### config.mk
export PLATFORM = sky130hd
export DESIGN_NAME = mc_controller
export DESIGN_NICKNAME = d
export VERILOG_FILES = /design/src/rtl/mc_controller.sv
export SDC_FILE = /design/constraint.sdc
export NUM_CORES = 1
export LEC_CHECK = 0
export CAP_MARGIN = 20
export CORE_AREA = 3 3 58 47
export CTS_CLUSTER_SIZE = 20
export DETAILED_ROUTE_END_ITERATION = 8
export DIE_AREA = 0 0 61 50
export PLACE_DENSITY_LB_ADDON = 0.08
export SLEW_MARGIN = 5
export SYNTH_ARGS = -nofsm -noshare
export SYNTH_HDL_FRONTEND = slang
export SYNTH_SLANG_ARGS = --single-unit
### constraint.sdc
create_clock -name clk -period 1.5 [get_ports clk]
set_input_delay 0.15 -clock clk [delete_from_list [all_inputs] [get_ports clk]]
set_output_delay 0.15 -clock clk [all_outputs]
set_load 0.03 [all_outputs]
### src/rtl/mc_controller.sv
// Multicycle RISC-V control FSM: decodes the IR, sequences the datapath and
// waits on a mem_ready handshake with an optional timeout into a sticky TRAP.
module mc_controller #(
    parameter bit ENABLE_ITYPE = 1'b1,
    parameter bit ENABLE_JAL   = 1'b1,
    parameter bit ENABLE_BNE   = 1'b1,
    parameter int WAIT_LIMIT   = 0
) (
    input  logic        clk,
    input  logic        rst,
    input  logic [31:0] instr,
    input  logic        mem_ready,
    output logic        PCWriteCondition,
    output logic        BranchNE,
    output logic        PCWrite,
    output logic        IorD,
    output logic        MemRead,
    output logic        MemWrite,
    output logic        IRWrite,
    output logic        ALUSrcA,
    output logic        RegWrite,
    output logic [1:0]  PCSource,
    output logic [1:0]  MemtoReg,
    output logic [1:0]  ALUOp,
    output logic [1:0]  ALUSrcB,
    output logic        instr_done,
    output logic        trap,
    output logic [3:0]  state
);

    typedef enum logic [3:0] {
        FETCH  = 4'd0,
        DECODE = 4'd1,
        MEMADR = 4'd2,
        MEMRD  = 4'd3,
        MEMWB  = 4'd4,
        MEMWR  = 4'd5,
        EXEC_R = 4'd6,
        EXEC_I = 4'd7,
        ALUWB  = 4'd8,
        BRANCH = 4'd9,
        JAL    = 4'd10,
        TRAP   = 4'd11
    } stateT;

    localparam logic [6:0] OP_LOAD   = 7'b0000011;
    localparam logic [6:0] OP_STORE  = 7'b0100011;
    localparam logic [6:0] OP_RTYPE  = 7'b0110011;
    localparam logic [6:0] OP_ITYPE  = 7'b0010011;
    localparam logic [6:0] OP_BRANCH = 7'b1100011;
    localparam logic [6:0] OP_JAL    = 7'b1101111;

    stateT       stateReg;
    stateT       stateNext;
    logic [7:0]  waitCntReg;
    logic [7:0]  waitCntNext;
    logic [6:0]  opcode;
    logic [2:0]  funct3;
    logic        isWaitState;
    logic        limitHit;
    logic        branchLegal;
    logic        unusedInstrBits;

    assign opcode          = instr[6:0];
    assign funct3          = instr[14:12];
    assign unusedInstrBits = ^{instr[31:15], instr[11:7]};
    assign branchLegal     = (funct3 == 3'b000) || ((funct3 == 3'b001) && ENABLE_BNE);
    assign isWaitState     = (stateReg == FETCH) || (stateReg == MEMRD) || (stateReg == MEMWR);

    // A zero limit removes the timeout path entirely.
    generate
        if (WAIT_LIMIT == 0) begin : gen_no_limit
            assign limitHit = 1'b0;
        end else begin : gen_limit
            assign limitHit = (waitCntReg == 8'(WAIT_LIMIT));
        end
    endgenerate

    always_ff @(posedge clk) begin
        if (rst) begin
            stateReg   <= FETCH;
            waitCntReg <= 8'd0;
        end else begin
            stateReg   <= stateNext;
            waitCntReg <= waitCntNext;
        end
    end

    // Any state change clears the counter, so it starts at 0 in every wait state.
    always_comb begin
        waitCntNext = waitCntReg;
        if (stateNext != stateReg) begin
            waitCntNext = 8'd0;
        end else if (isWaitState && !mem_ready && (waitCntReg != 8'hFF)) begin
            waitCntNext = waitCntReg + 8'd1;
        end
    end

    always_comb begin
        stateNext        = stateReg;
        PCWriteCondition = 1'b0;
        BranchNE         = 1'b0;
        PCWrite          = 1'b0;
        IorD             = 1'b0;
        MemRead          = 1'b0;
        MemWrite         = 1'b0;
        IRWrite          = 1'b0;
        ALUSrcA          = 1'b0;
        RegWrite         = 1'b0;
        PCSource         = 2'b00;
        MemtoReg         = 2'b00;
        ALUOp            = 2'b00;
        ALUSrcB          = 2'b00;
        instr_done       = 1'b0;
        trap             = 1'b0;

        case (stateReg)
            FETCH: begin
                MemRead = 1'b1;
                ALUSrcB = 2'b01;
                IRWrite = mem_ready;
                PCWrite = mem_ready;
                if (mem_ready)     stateNext = DECODE;
                else if (limitHit) stateNext = TRAP;
            end
            DECODE: begin
                ALUSrcB = 2'b10;
                case (opcode)
                    OP_LOAD, OP_STORE: stateNext = MEMADR;
                    OP_RTYPE:          stateNext = EXEC_R;
                    OP_ITYPE:          stateNext = ENABLE_ITYPE ? EXEC_I : TRAP;
                    OP_BRANCH:         stateNext = branchLegal ? BRANCH : TRAP;
                    OP_JAL:            stateNext = ENABLE_JAL ? JAL : TRAP;
                    default:           stateNext = TRAP;
                endcase
            end
            MEMADR: begin
                ALUSrcA   = 1'b1;
                ALUSrcB   = 2'b10;
                stateNext = (opcode == OP_LOAD) ? MEMRD : MEMWR;
            end
            MEMRD: begin
                MemRead = 1'b1;
                IorD    = 1'b1;
                if (mem_ready)     stateNext = MEMWB;
                else if (limitHit) stateNext = TRAP;
            end
            MEMWB: begin
                RegWrite   = 1'b1;
                MemtoReg   = 2'b01;
                instr_done = 1'b1;
                stateNext  = FETCH;
            end
            MEMWR: begin
                MemWrite   = 1'b1;
                IorD       = 1'b1;
                instr_done = mem_ready;
                if (mem_ready)     stateNext = FETCH;
                else if (limitHit) stateNext = TRAP;
            end
            EXEC_R: begin
                ALUSrcA   = 1'b1;
                ALUOp     = 2'b10;
                stateNext = ALUWB;
            end
            EXEC_I: begin
                ALUSrcA   = 1'b1;
                ALUSrcB   = 2'b10;
                ALUOp     = 2'b11;
                stateNext = ALUWB;
            end
            ALUWB: begin
                RegWrite   = 1'b1;
                instr_done = 1'b1;
                stateNext  = FETCH;
            end
            BRANCH: begin
                ALUSrcA          = 1'b1;
                ALUOp            = 2'b01;
                PCWriteCondition = 1'b1;
                PCSource         = 2'b01;
                BranchNE         = instr[12];
                instr_done       = 1'b1;
                stateNext        = FETCH;
            end
            JAL: begin
                PCWrite    = 1'b1;
                PCSource   = 2'b01;
                RegWrite   = 1'b1;
                MemtoReg   = 2'b10;
                instr_done = 1'b1;
                stateNext  = FETCH;
            end
            TRAP: begin
                trap      = 1'b1;
                stateNext = TRAP;
            end
            default: begin
                trap      = 1'b1;
                stateNext = TRAP;
            end
        endcase

        // Reset overrides anything that could commit architectural state.
        if (rst) begin
            PCWrite          = 1'b0;
            PCWriteCondition = 1'b0;
            MemWrite         = 1'b0;
            RegWrite         = 1'b0;
            IRWrite          = 1'b0;
            instr_done       = 1'b0;
        end
    end

    assign state = stateReg;

endmodule

Word level (Yosys, flattened, before mapping). Index checks and enable logic that the tools add are counted. Widths: inputs -> output; s select.

Register bits after elaboration: 4. Word-level logic and storage cells: 63. Input bits: 35.

Mux-type cells: 28. Equal/unequal tests: 20. Reduce and logical (&&, ||, !) cells: 14.

Operators with widths (count): $pmux 4 s7 (1); $pmux 4 s5 (1); $eq 4x3->1 const B (4); $mux 1 (16); $eq 7x6->1 const B (2); $eq 7x7->1 const B (2); $eq 4x4->1 const B (3); $mux 4 (3); $reduce_or 11->1 (1); $reduce_or 2->1 (5); $eq 4x2->1 const B (2); $pmux 2 s2 (2); $reduce_or 4->1 (2); $eq 7x2->1 const B (1); $eq 7x5->1 const B (1); $ne 2x2->1 const B (3); $pmux 2 s3 (1); $reduce_or 3->1 (2); $eq 4x1->1 const B (1); $logic_not 4->1 (1); $pmux 1 s2 (2); $eq 3x1->1 const B (1); $logic_not 3->1 (1); $mux 3 (1); 3 further kinds (3).

Depth between registers and ports, before layout. Gate-level depths: netlist of run 1.

Word-level depth: 5. Depth in mapped cells: 6. Depth with buffers taken out: 5.

Worst setup path after synthesis of run 1. OpenSTA, ideal clock, no wires.

Path type: reg-to-output. Start: register stateReg[3] (netlist: state[3]). End: output PCWrite. Buffers on the path: 2. Setup slack: -0.617 ns. Cell stages (with the launch flop): 5. Arrival: 1.967 ns. Required time: 1.350 ns. Path through: dfxtp_1 buf_6 clkbuf_1 mux2i_1 nor4_1.

Cells in the longest elaborated chain, start to end: 3. Elaborated cells between the ends (all ways): 4. Classes of those cells: eq/ne: 1; mux: 2; reduce/logical: 1.

RTL lines: from (decl) (RTL line 53) `stateT stateReg;`; from (signal assigned) (RTL line 84) `stateReg <= stateNext;`; $eq 4x4->1 or $logic_not 4->1 (tied branches) (RTL line 117) `case (stateReg)`; $pmux 1 s2 * (RTL line 117); $mux 1 * (RTL line 205) `if (rst) begin`; to (decl) (RTL line 15) `output logic PCWrite,`.

Every way passes the cells marked *; elsewhere a longest branch is shown, timed or not.

Worst setup path in the final report of run 1.
Start: register stateReg[2] (netlist: state[2]). End: output instr_done.

Cells in the longest elaborated chain, start to end: 4. Elaborated cells between the ends (all ways): 8. Classes of those cells: eq/ne: 5; mux: 2; reduce/logical: 1.

RTL lines: $eq 4x4->1 or $eq 4x3->1 (tied branches) (RTL line 117); $reduce_or 4->1 (no line); $pmux 1 s2 * (RTL line 117); $mux 1 * (RTL line 205); to (decl) (RTL line 26) `output logic instr_done,`.

Marked as above.

==> metrics, run 1 <==
Post-synth EDFFs=0; die height=50 um; drt pass-1 iters=4; sequential-to-total area share from yosys stat=12.0%; Synth top cells by count=nor2_1 (13), inv_1 (7), nand2_1 (7), nor3_1 (7); Final nets=187; total number of vias=872; unrepaired setup endpoints after global routing=true; final setup fails=3; first-pass GRT wire length=3.73 mm; initial antenna violation count=0; top-count cell post-synth=nor2_1; dominant synthesized flop cell=dfxtp_1; Longest Clk Path Bufs=2; vias in the first global route=813; largest net degree at the start of global routing=13; Max Clk Rate=0.648 GHz; H-tree depth=1; CP max stage cell=dfxtp_4; Iter 0 DRT Violations=22; Synth top area share=12.0%; register bit total from synthesis=4; Worst Path Required=1.35 ns; cells after synthesis=94; Worst Setup Start Kind=register; antenna cells=0; synth unique cells=42; CTS Hold Bufs=0; latest clock arrival within the worst-skew pair=0.24 ns; TritonCTS Sinks=4; WL per Instance=13.1 um; share of layout cells above drive strength 1=58.3%; clk_skew=0.0104 ns; core area=2230 sq um; detailed placement HPWL=1.66 mm; ys async rst share=0%; initial core utilization=29.8%; Area Growth Syn to Fin=103%; Buf+Inv Stages, Crit Path=1; final worst-path cycle share=103%; Fillers=212; Final Util=60.5%; GPL Wtd Cong=0.757; Hold WC Path Type=input pin to register; critical setup path kind=register to output port; slowest stage delay, CP=0.37 ns; failing checks=negative setup slack; final worst setup slack=-0.0442 ns; DP Area=1120 sq um; critical-path maximum fanout=8; PortBufs=34; Final Instance Area=1350 sq um; Mapped Area=666 sq um; Slew Limit Fails=0; synth warn=0; Cell Rows=15; die area=3050 sq um; max reg flops=4; drt drc=0; Worst-path clk slew=0.04 ns; outcome=complete, but fails checks; Final Hold Violating Endpoints=0; worst-path cell chain=or2b_1 -> o21a_1 -> nor2_1 -> nor2_2 -> nor2_4 -> buf_6; IO Pins=58; Synth area leader=dfxtp_1; Die W=61 um; drt via density=4.95; Root Buffer=clkbuf_4; Pwr Density=2130 nW/um^2; largest cells by area after synthesis=dfxtp_1 (12%), nor2_1 (7.3%), nor3_1 (5.3%), buf_6 (5.1%), a221oi_2 (4.5%); Leak=0.000593 uW; CP Data Arrival Time=1.39 ns; Mapped Nets=129; remaining antenna violation count=0; Crit. End Element=output port; CP top delay family=simple AND/OR/NAND/NOR gates; CTS tree=built; Peak VDD IR=0.000822 V; Syn Area/Cell=7.08 sq um; GRT overflow=0; Final min period=1.54 ns; drt total wl=2.31 mm; max capacitance violation total=0; overall routing resource usage=16.1%; Num CTS Buffers=3
## through the flow
step	worst slack [ns]	TNS [ns]	hold slack [ns]	instances	total power, uW
after detailed placement	-0.0727	-0.113	0.736	161	2140
final	-0.0442	-0.0669	0.687	176	2870
after CTS	-0.0598	-0.213	0.671	169	2570
after floorplan	-0.0866	-0.281	0.350	94	1620
after global routing	-0.126	-0.613	0.703	176	3060
after global placement	-0.0435	-0.0444	0.742	161	2140
## final timing paths
| check | from | endpoint | slack [ns] | cells past startpoint |
|---|---|---|---|---|
| hold reg to reg | state[1]$_SDFFE_PP0P_ | state[1]$_SDFFE_PP0P_ | 0.70 | 3 |
| setup reg to reg | state[1]$_SDFFE_PP0P_ | state[1]$_SDFFE_PP0P_ | 0.01 | 7 |
| setup / recovery | state[2]$_SDFFE_PP0P_ | instr_done | -0.04 | 6 |
| hold / removal | instr[6] | state[1]$_SDFFE_PP0P_ | 0.69 | 3 |
## area by class of cell
class                      instances  area (sq um)  share of cell area (%)
sequential                         4          95.1                    7.04
multi-input combinational         75           622                    46.0
clock buffer                       4          26.3                    1.94
inverter                           7          28.8                    2.13
tap                               25          31.3                    2.31
timing repair buffer              61           548                    40.6
## metal layers
metal | track usage, % | part of all wire, %
met5 | 0 | 0
met2 | 26.0 | 48
met1 | 21.6 | 46
met3 | 4.45 | 6.1
met4 | 2.17 | 0
## cell families (layout without fill, tap and decap cells)
kind of cell              Yosys count  in the layout  synth area share, %
AOI/OAI and AO/OA                  22             22                 26.1
xor gates and xnor gates            1              1                 1.32
other                               1              1                0.563
and+or+nand+nor                    50             50                 45.3
muxes                               1              1                 1.50
buffers and inverters              15             72                 13.2
DFF                                 4              4                 12.0
## timing repair
action	CTS	global route
pin swaps	2	7
setup endpoints to repair	14	14
setup buffers	4	7
gates resized for setup	21	17
## cell usage in the layout, fill, tap and decap left out, drive strengths merged, types with 2 or more instances in the layout
cell and instances:
nand2 7, nand2b 3, a211oi 2, and2 2, o21ai 2, nor2b 3
o21a 4, and3 3, a221oi 2, dfxtp 4, or2b 2, clkbuf 4
nor4 3, buf 46, inv 7, clkdlybuf4s50 14, nor2 13, nor3 9
a21oi 5
## power breakdown
part | internal [uW] | leakage [uW] | switching (uW)
sequential | 175 | 0.0000356 | 94.8
clock | 100 | 0.0000150 | 49.1
combinational | 1160 | 0.000542 | 1290
## worst min-delay path, delay by kind of cell
family          cells  cell delay (ns)
buf+inv             1             0.52
compound gates      2             0.22
(Power assumes the default switching activity.)
==> inputs of run 2 (changes only) <==
- CORE_AREA: 3 3 58 47 -> 2 2 57 46
- DIE_AREA: 0 0 61 50 -> 0 0 59 48
- PLACE_DENSITY_LB_ADDON: 0.08 -> 0.15
==> metrics, run 2 (synthesized netlist as in run 1, its figures left out) <==
Hold WC Path Type=register to register; Crit. End Element=output port; first-pass GRT wire length=3.30 mm; final worst-path cycle share=103%; GRT overflow=0; Pwr Density=2110 nW/um^2; overall routing resource usage=15.9%; DR WL met2=1.08 mm; final setup fails=7; drt total wl=2.29 mm; unrepaired setup endpoints after global routing=true; R2R cell count=7; metal1 wirelength=1.06 mm; Non-Filler Instances=183; Buf+Inv Stages, Crit Path=1; Die W=59 um; Post-Place Cells=163; max reg flops=4; H-tree depth=1; most frequent CP cell=nor2_1; Longest Clk Path Bufs=2; Final min period=1.54 ns; critical-path maximum fanout=7; Final nets=194; r2r setup slk=0.02 ns; TritonCTS Sinks=4; initial core utilization=30.1%; die area=2830 sq um; Worst Path Required=1.35 ns; core area=2210 sq um; most common cell after layout, fill and taps aside=buf_4; commonest non-fill, non-tap cells in the layout=buf_4 (36), buf_6 (17), clkdlybuf4s50_1 (13), nor2_1 (7); worst-path cell chain=or2b_1 -> o21a_1 -> nor2_1 -> nor2_1 -> nor2_4 -> buf_6; Final Hold Violating Endpoints=0; top sig layer=met4; worst r2r src=state[1]$_SDFFE_PP0P_; worst-case hold path end point=state[2]$_SDFFE_PP0P_; die height=48 um; CP max stage cell=dfxtp_4; latest clock arrival within the worst-skew pair=0.25 ns; Root Buffer=clkbuf_4; Slew Limit Fails=0; Leak=0.000640 uW; IO Pins=58; GPL Wtd Cong=0.711; share of layout cells above drive strength 1=58.9%; Max Clk Rate=0.648 GHz; slowest stage delay, CP=0.38 ns; drt drc=0; worst reg2reg path endpoint=state[1]$_SDFFE_PP0P_; outcome=complete, but fails checks; drt pass-1 iters=4; wire length on met3=136 um; remaining antenna violation count=0; Final Instance Area=1420 sq um; failing checks=negative setup slack; Worst-path clk slew=0.04 ns; DP Area=1130 sq um; largest net degree at the start of global routing=11; Cell Rows=15; Iter 0 DRT Violations=15; WL per Instance=12.5 um; critical setup path kind=register to output port; CP Data Arrival Time=1.39 ns; clk_skew=0.00837 ns; final worst setup slack=-0.0440 ns; CTS tree=built; Area Growth Syn to Fin=113%; Num CTS Buffers=3; initial antenna violation count=0; hold_sp=state[2]$_SDFFE_PP0P_; CTS Hold Bufs=0; PortBufs=34; Peak VDD IR=0.000586 V; max capacitance violation total=0; hold path cells=1; detailed placement HPWL=1.58 mm; Final Util=63.9%; antenna cells=0; total number of vias=892; CP top delay family=simple AND/OR/NAND/NOR gates; Worst Setup Start Kind=register; vias in the first global route=760; drt via density=4.87
-- run 2: routing by layer --
metal | up-vias | GRT usage, %
li1 | 460 | -
met1 | 400 | 20.1
met2 | 30 | 27.3
met3 | 2 | 2.43
met4 | 0 | 6.82
met5 | - | 0
-- run 2: power breakdown --
group | switching [uW] | leakage, uW | internal, uW | total (uW)
registers | 105 | 0.0000356 | 175 | 280
clock network | 55.0 | 0.0000150 | 101 | 156
logic | 1290 | 0.000589 | 1250 | 2550
total | 1450 | 0.000640 | 1530 | 2980
-- run 2: through the flow --
stage,hold slack [ns],setup WS [ns],total power (uW),TNS (ns)
after floorplan,0.350,-0.0866,1620,-0.281
after global placement,0.670,-0.0457,2180,-0.0457
after CTS,0.595,-0.0714,2680,-0.128
after detailed placement,0.661,-0.0503,2190,-0.0503
final,0.603,-0.0440,2980,-0.153
after global routing,0.628,-0.130,3160,-0.745
-- run 2: area by class of cell --
cell class	count	area [sq um]
Clock buffer	4	26.3
Fill cell	194	800
Inverter	7	30.0
Multi-Input combinational cell	75	619
Sequential cell	4	95.1
Tap cell	25	31.3
Timing Repair Buffer	68	613
-- run 2: how the worst max path moves through the flow --
| stage | slack (ns) | cells after the start | to | from |
|---|---|---|---|---|
| floorplan | -0.09 | 5 | state[1]$_SDFFE_PP0P_ | state[1]$_SDFFE_PP0P_ |
| global placement | -0.05 | 6 | state[2]$_SDFFE_PP0P_ | instr[2] |
| detailed placement | -0.05 | 6 | state[2]$_SDFFE_PP0P_ | instr[2] |
| CTS | -0.07 | 6 | instr_done | state[3]$_SDFFE_PP0P_ |
| global route | -0.13 | 6 | instr_done | state[3]$_SDFFE_PP0P_ |
| finish | -0.04 | 6 | instr_done | state[3]$_SDFFE_PP0P_ |
-- run 2: timing repair --
action / CTS / global route
buffers inserted: 10 / 6
gates resized for setup: 17 / 21
endpoints found under the setup margin: 16 / 19
pin swaps: 4 / 7
endpoints found under the hold margin: 0 / 0
==> inputs of run 3 (changes only) <==
- CORE_AREA: 2 2 57 46 -> 2 2 60 48
- DIE_AREA: 0 0 59 48 -> 0 0 62 50
- REMOVE_ABC_BUFFERS: not set -> 1
- SLEW_MARGIN: 5 -> 20
- clock period: 1.5 -> 1.4 ns (I/O delays scaled with it)
==> metrics, run 3 (synthesized netlist as in run 1, its figures left out) <==
CP max stage cell=dfxtp_2; CP top delay family=simple AND/OR/NAND/NOR gates; drt drc=0; failing checks=negative setup slack; Worst Setup Start Kind=register; largest net degree at the start of global routing=8; drt total wl=2.99 mm; Longest Clk Path Bufs=2; total number of vias=1021; WL per Instance=13.9 um; final worst setup slack=-0.233 ns; CTS tree=built; Fillers=202; vias in the first global route=1011; initial antenna violation count=0; CP Data Arrival Time=1.49 ns; IO Pins=58; setup TNS=-1.63 ns; max capacitance violation total=0; DR WL met2=1.59 mm; Max Clk Rate=0.612 GHz; Pwr Density=2210 nW/um^2; GRT overflow=0; top sig layer=met4; Worst Path Required=1.26 ns; commonest non-fill, non-tap cells in the layout=buf_4 (53), buf_6 (23), clkdlybuf4s50_1 (10), nor2_1 (7), nand2_1 (6); H-tree depth=1; Die W=62 um; final setup fails=18; most frequent CP cell=nor2_1; unrepaired setup endpoints after global routing=true; critical setup path kind=register to output port; most common cell after layout, fill and taps aside=buf_4; wire length on met3=130 um; Slew Limit Fails=0; slowest stage delay, CP=0.31 ns; overall routing resource usage=20.0%; Final min period=1.63 ns; initial core utilization=26.6%; final hold slack=0.483 ns; GPL Wtd Cong=0.828; Overall Power=3730 uW; clk_skew=0.00154 ns; antenna cells=0; Final nets=216; Leak=0.000762 uW; first-pass GRT wire length=4.63 mm; remaining antenna violation count=0; drt pass-1 iters=4; outcome=complete, but fails checks; Root Buffer=clkbuf_4; Final Hold Violating Endpoints=0; Worst-path clk slew=0.04 ns; detailed placement HPWL=1.75 mm; PortBufs=34; die height=50 um; Hold WC Path Type=input pin to register; die area=3100 sq um; TritonCTS Sinks=4; drt via density=4.75; worst-path cell chain=buf_6 -> or2b_1 -> o21a_1 -> nor2_1 -> nor2_1 -> nor2_1 -> buf_4; Buf+Inv Stages, Crit Path=2; Peak VDD IR=0.00106 V; core area=2500 sq um; max reg flops=4; latest clock arrival within the worst-skew pair=0.24 ns; critical-path maximum fanout=5; metal1 wirelength=1.25 mm; Area Growth Syn to Fin=153%; Num CTS Buffers=3; Crit. End Element=output port; share of layout cells above drive strength 1=69.8%; CTS Hold Bufs=0; final worst-path cycle share=117%; Iter 0 DRT Violations=33; Cell Rows=16
run 3: changes by cell type in the layout (fill, tap and decap cells not counted), moves of 3 or more:
| cell | before | now |
|---|---|---|
| buf_4 | 36 | 53 |
| buf_6 | 17 | 23 |
| clkdlybuf4s50_1 | 13 | 10 |
| inv_1 | 6 | 3 |
run 3: final cells by class:
class	instances	area (sq um)	area share, %
timing repair buffer	90	810	48.1
multi-input combinational	75	686	40.7
sequential	4	90.1	5.35
tap	36	45.0	2.67
inverter	7	31.3	1.86
clock buffer	3	22.5	1.34
run 3: worst reg2reg max path, delay by kind of cell, from the launching register on:
kind	cells	cell delay [ns]
DFF	1	0.31
AOI/OAI and AO/OA	3	0.43
and+or+nand+nor	2	0.32
buffers and inverters	3	0.37
run 3: metal layers:
layer,global-route usage [%],vias up
met4,2.84,0
met5,0,-
met3,4.99,2
met1,25.9,486
met2,33.5,32
li1,-,501
run 3: where the power goes:
part           leakage [uW]  internal [uW]  total, uW  switching [uW]
Clock             0.0000138           96.3        150            53.5
Combinational      0.000713           1700       3330            1630
Sequential        0.0000350            181        243            62.3
run 3: final timing paths:
| kind | startpoint | end | slack [ns] | depth (start not counted) |
|---|---|---|---|---|
| max reg2reg | state[2]$_SDFFE_PP0P_ | state[1]$_SDFFE_PP0P_ | -0.14 | 8 |
| max | state[2]$_SDFFE_PP0P_ | instr_done | -0.23 | 7 |
| min reg2reg | state[1]$_SDFFE_PP0P_ | state[1]$_SDFFE_PP0P_ | 0.74 | 4 |
| min | mem_ready | state[0]$_SDFFE_PP0P_ | 0.48 | 4 |
run 3: metrics by stage:
| stage | cells | util (%) | cell area [sq um] | worst slack [ns] |
|---|---|---|---|---|
| floorplan | 86 | - | 604 | -0.780 |
| detailed placement | 185 | 46.2 | 1150 | -0.310 |
| CTS | 213 | 60.7 | 1520 | -0.208 |
| global route | 215 | 67.3 | 1680 | -0.304 |
| global placement | 185 | 46.2 | 1150 | -0.275 |
| finish | 215 | 67.3 | 1680 | -0.233 |
run 3: repair_timing:
item / 4_1_cts / 5_1_grt
setup buffers: 25 / 4
gates resized for setup: 53 / 31
endpoints found under the setup margin: 21 / 22
pin swaps: 18 / 17
